$ cat src/rtl/count8down_fsm.sv
// 8-bit loadable down counter with registered borrow pulse and zero flag.
// AUTO_RELOAD selects between wrap-to-FF and reload-last-value on underflow.

module count8down_bit_dff (
   input  logic clk,
   input  logic d,
   output logic q
);

   always_ff @(posedge clk) begin
      q <= d;
   end

endmodule

module count8down_dec8 (
   input  logic [7:0] a,
   output logic [7:0] y
);

   logic [7:0] borrow;

   assign borrow[0] = 1'b1;

   // Ripple-borrow subtract-by-one; the borrow out of bit 7 is not needed.
   genvar i;
   generate
      for (i = 1; i < 8; i++) begin : g_borrow
         assign borrow[i] = ~a[i-1] & borrow[i-1];
      end
   endgenerate

   assign y = a ^ borrow;

endmodule

module count8down_mux8 (
   input  logic       sel,
   input  logic [7:0] a,
   input  logic [7:0] b,
   output logic [7:0] y
);

   assign y = sel ? b : a;

endmodule

module count8down_fsm #(
   parameter bit AUTO_RELOAD = 1'b0
) (
   input  logic       clk,
   input  logic       res,
   input  logic       EN,
   input  logic       load,
   input  logic [7:0] CNT_In,
   output logic [7:0] CNT,
   output logic       ZERO,
   output logic       BO
);

   typedef enum logic [1:0] {
      OP_HOLD  = 2'd0,
      OP_LOAD  = 2'd1,
      OP_DEC   = 2'd2,
      OP_RESET = 2'd3
   } op_e;

   op_e        op;
   logic [7:0] state;
   logic [7:0] rld;
   logic       bo_q;
   logic [7:0] state_d;
   logic [7:0] rld_d;
   logic       bo_d;
   logic [7:0] dec_val;
   logic [7:0] wrap_val;
   logic [7:0] step_val;
   logic       is_zero;
   logic       wrap_sel;

   assign is_zero  = (state == 8'h00);
   assign wrap_sel = AUTO_RELOAD;

   always_comb begin
      op = OP_HOLD;
      if (res) begin
         op = OP_RESET;
      end else if (load) begin
         op = OP_LOAD;
      end else if (EN) begin
         op = OP_DEC;
      end
   end

   count8down_dec8 u_dec (
      .a (state),
      .y (dec_val)
   );

   count8down_mux8 u_wrap_mux (
      .sel (wrap_sel),
      .a   (8'hFF),
      .b   (rld),
      .y   (wrap_val)
   );

   count8down_mux8 u_step_mux (
      .sel (is_zero),
      .a   (dec_val),
      .b   (wrap_val),
      .y   (step_val)
   );

   // Reset is folded into the D path so the flops themselves stay reset-free.
   always_comb begin
      state_d = state;
      rld_d   = rld;
      bo_d    = 1'b0;
      case (op)
         OP_RESET: begin
            state_d = 8'h00;
            rld_d   = 8'h00;
         end
         OP_LOAD: begin
            state_d = CNT_In;
            rld_d   = CNT_In;
         end
         OP_DEC: begin
            state_d = step_val;
            bo_d    = is_zero;
         end
         default: begin
            state_d = state;
         end
      endcase
   end

   genvar i;
   generate
      for (i = 0; i < 8; i++) begin : g_regs
         count8down_bit_dff u_state_ff (
            .clk (clk),
            .d   (state_d[i]),
            .q   (state[i])
         );
         count8down_bit_dff u_rld_ff (
            .clk (clk),
            .d   (rld_d[i]),
            .q   (rld[i])
         );
      end
   endgenerate

   count8down_bit_dff u_bo_ff (
      .clk (clk),
      .d   (bo_d),
      .q   (bo_q)
   );

   assign CNT  = state;
   assign ZERO = is_zero;
   assign BO   = bo_q;

endmodule

$ cat config.mk
export PLATFORM = sky130hd
export DESIGN_NAME = count8down_fsm
export DESIGN_NICKNAME = d
export VERILOG_FILES = /design/src/rtl/count8down_fsm.sv
export SDC_FILE = /design/constraint.sdc
export NUM_CORES = 1
export LEC_CHECK = 0
export CAP_MARGIN = 20
export CORE_MARGIN = 2
export CORE_UTILIZATION = 42
export CTS_CLUSTER_DIAMETER = 40
export CTS_CLUSTER_SIZE = 8
export DETAILED_ROUTE_END_ITERATION = 8
export PLACE_DENSITY = 0.76
export SETUP_SLACK_MARGIN = 0.02
export SYNTH_ARGS = -nofsm -noshare
export SYNTH_HDL_FRONTEND = slang
export SYNTH_SLANG_ARGS = --single-unit
$ cat constraint.sdc
create_clock -name clk -period 2.8 [get_ports clk]
set_clock_uncertainty 0.2 [all_clocks]
set_input_delay 0.56 -clock clk [delete_from_list [all_inputs] [get_ports clk]]
set_output_delay 0.56 -clock clk [all_outputs]
set_load 0.03 [all_outputs]
==> out/qor.tcl <==
set qor(status) {completed}
set qor(period_utilization_post_route_pct) 87.83
set qor(unrepaired_setup_endpoints_after_global_routing) {no}
set qor(chipWidth_um) 42.25
set qor(syn_inst) 58
set qor(slew_at_the_pin_with_the_worst_max_slew_slack_ns) 0.5294
set qor(cellPowerDensity_nw_per_um2) 517.3
set qor(synth.ff_latch_count) 9
set qor(ant_nets) 0
set qor(routed-via-count) 476
set qor(synth_sequential_area_ratio_pct) 42.36
set qor(first_iter_violations) 4
set qor(critical_path_at_ns) 2.28
set qor(timing.hold.worst_path_depth) 1
set qor(hold_path_class) {flop to flop}
set qor(global_route_wire_length_before_repair_um) 2007
set qor(grt_pass1_vias) 450
set qor(cts-root-buf) {sky130_fd_sc_hd__clkbuf_4}
set qor(mostFrequentLayoutCells) {sky130_fd_sc_hd__clkdlybuf4s50_1, sky130_fd_sc_hd__nand2_1, sky130_fd_sc_hd__inv_1, sky130_fd_sc_hd__edfxtp_1, sky130_fd_sc_hd__o211ai_1}
set qor(cpMaxStageDelayCell) {sky130_fd_sc_hd__edfxtp_1}
set qor(core_area_um2) 1334
set qor(clkTransAtPathRegs_ns) 0.06
set qor(cts_made_buffers) 3
set qor(netlist-cell-type-count) 17
set qor(timing.critical_path.slowest_cell_delay_ns) 0.37
set qor(floorplan.initialDensity_pct) 46.06
set qor(critical_path_required_ns) 2.62
set qor(stdcell_count) 89
set qor(timing.final.crit_period_ns) 2.459
set qor(layout-drive-gt1-share_pct) 9.459
set qor(drc_errors) 0
set qor(hold_viol) 0
set qor(grt.overflow.total) 0
set qor(pwr_total_uw) 418.2
set qor(antenna_cells_inserted) 0
set qor(placed_cells) 85
set qor(min-delay-start) {g_regs[0].u_state_ff.q$_DFFE_PP_}
set qor(cts-root-to-sink-buffers) 2
set qor(max_freq_ghz) 0.4066
set qor(grt_start_max_net_pins) 10
set qor(critical_path_class) {flop to flop}
set qor(cts-htree-levels) 1
set qor(setup.worst_path.end_class) {flop}
set qor(most_common_cell_after_layout_fill_and_taps_aside) {sky130_fd_sc_hd__clkdlybuf4s50_1}
set qor(worstPathCellList) {inv_1 -> ha_1 -> ha_1 -> ha_1 -> ha_1 -> ha_1 -> ha_1 -> xor2_1 -> a22oi_1 -> nand2_1}
set qor(vias_per_cell) 5.348
set qor(syn-num-nets) 76
set qor(antenna_found_initial) 0
set qor(cts_hold_buffers) 0
set qor(setup_viol) 0
set qor(tritoncts) {yes}
set qor(vdd.ir_drop.worst_mv) 0.3451
set qor(slew_viol_final) 0
set qor(routed_wirelength_um) 1201
set qor(synth_area_um2) 614.3
set qor(y_dimension_of_the_die_um) 42.25
set qor(num_rows) 13
set qor(cpMostUsedCell) {sky130_fd_sc_hd__ha_1}
set qor(peak_fanout_along_the_critical_path) 3
set qor(clock_sinks) 9
set qor(layout.nets) 93
set qor(maxCapViolCount) 0
set qor(clock_latency_ns) 0.27
set qor(die_area_um2) 1785
set qor(crit_path_start_kind) {flop}
set qor(r2r_start) {g_regs[0].u_state_ff.q$_DFFE_PP_}
set qor(dp_hpwl_um) 1034
set qor(io_buffer_count) 21
set qor(drt_first_pass_iters) 4
set qor(finalWeightedCongestion) 0.7464
set qor(n_fill_cell) 125
set qor(boundaryPins) 22
set qor(synth-warning-count) 0
set qor(mean_syn_cell_area_um2) 10.59
set qor(remaining_max_slew_budget_at_the_tightest_pin_pct) 64.63
set qor(wl_per_cell_um) 13.49
set qor(grt.total_usage_pct) 15.95
set qor(tns_ns) 0
set qor(layout_stage_area_growth_over_the_synthesis_result_pct) 31.57
set qor(power_leakage_uw) 0.0003453
set qor(worst_reg2reg_path_depth) 10
set qor(critPathLaunch) {g_regs[0].u_state_ff.q$_DFFE_PP_}
[timing repair]
item                       in CTS  in global routing
setup endpoints to repair       0                  1
gates resized for setup         0                  1
buffers inserted                0                  0
[state kept, by name (all words and copies together) (netlist names)]
register,cells
g_regs.u_state_ff.q,8
u_bo_ff.q,1
[routing by layer]
metal | routed length [um] | share of wire (%) | GRT usage (%)
met5 | 0 | 0 | 0
met4 | 17 | 1.4 | 7.500
met3 | 67 | 5.6 | 6.897
met2 | 637 | 53 | 25.23
met1 | 478 | 40 | 18.40
[Yosys cell counts, drive strengths merged]
library cell	number	area [um^2]
nand2	9	33.78
buf	8	60.06
edfxtp	8	240.2
inv	8	30.03
o211ai	7	52.55
ha	6	75.07
nor2	2	7.510
a22oi	1	7.510
and3	1	7.510
clkbuf	1	3.750
dfxtp	1	20.02
nand4	1	21.27
nor2b	1	6.260
nor3b	1	12.51
nor4	1	21.27
or3	1	6.260
xor2	1	8.760
[worst paths after layout]
kind | endpoint | slack, ns
worst max-delay path | g_regs[7].u_state_ff.q$_DFFE_PP_ | 0.34
worst min-delay path | g_regs[0].u_state_ff.q$_DFFE_PP_ | 0.44
worst min register to register | g_regs[0].u_state_ff.q$_DFFE_PP_ | 0.44
worst max register to register | g_regs[7].u_state_ff.q$_DFFE_PP_ | 0.34
[kinds of logic (layout without fill, tap and decap cells)]
logic type                 after synthesis  after routing  synth area share, %
buffers and inverters                   17             33                15.27
and+or+nand+nor                         17             17                18.94
adders and majority gates                6              6                12.22
xor gates and xnor gates                 1              1                1.426
AOI/OAI and AO/OA                        8              8                9.776
DFF                                      9              9                42.36
[worst max-delay path, delay by kind of cell, from the launching register on]
family	cells	cell delay [ns]
and+or+nand+nor	1	0.07
AOI/OAI and AO/OA	1	0.16
adders and majority gates	6	1.21
DFF	1	0.37
xor gates and xnor gates	1	0.16
buffers and inverters	1	0.05
[per-stage QoR]
step	cell area [um^2]	setup WS [ns]	utilization (%)	hold slack (ns)
6_report	808.3	0.3406	60.60	0.4447
5_1_grt	808.3	0.1684	60.60	0.4733
4_1_cts	805.8	0.05615	60.41	0.4585
3_5_place_dp	779.5	0.3112	58.44	0.4504
3_3_place_gp	779.5	0.3653	58.44	0.4379
2_1_floorplan	614.3	0.4860	-	0.4096
[power by group]
part / total (uW) / switching [uW] / internal [uW]
Clock: 98.8 / 44.0 / 54.8
Sequential: 177 / 14.2 / 163
Combinational: 142 / 75.3 / 66.7
Total: 418 / 133 / 285
[final cells by class]
class	instances	area (um^2)	share of cell area [%]
multi-input cells	32	260.3	32.20
inverters	8	30.03	3.715
clock buffers	4	26.28	3.251
well taps	15	18.77	2.322
flip-flops and latches	9	260.3	32.20
repair buffers	21	212.7	26.32
(Power assumes the default switching activity.)
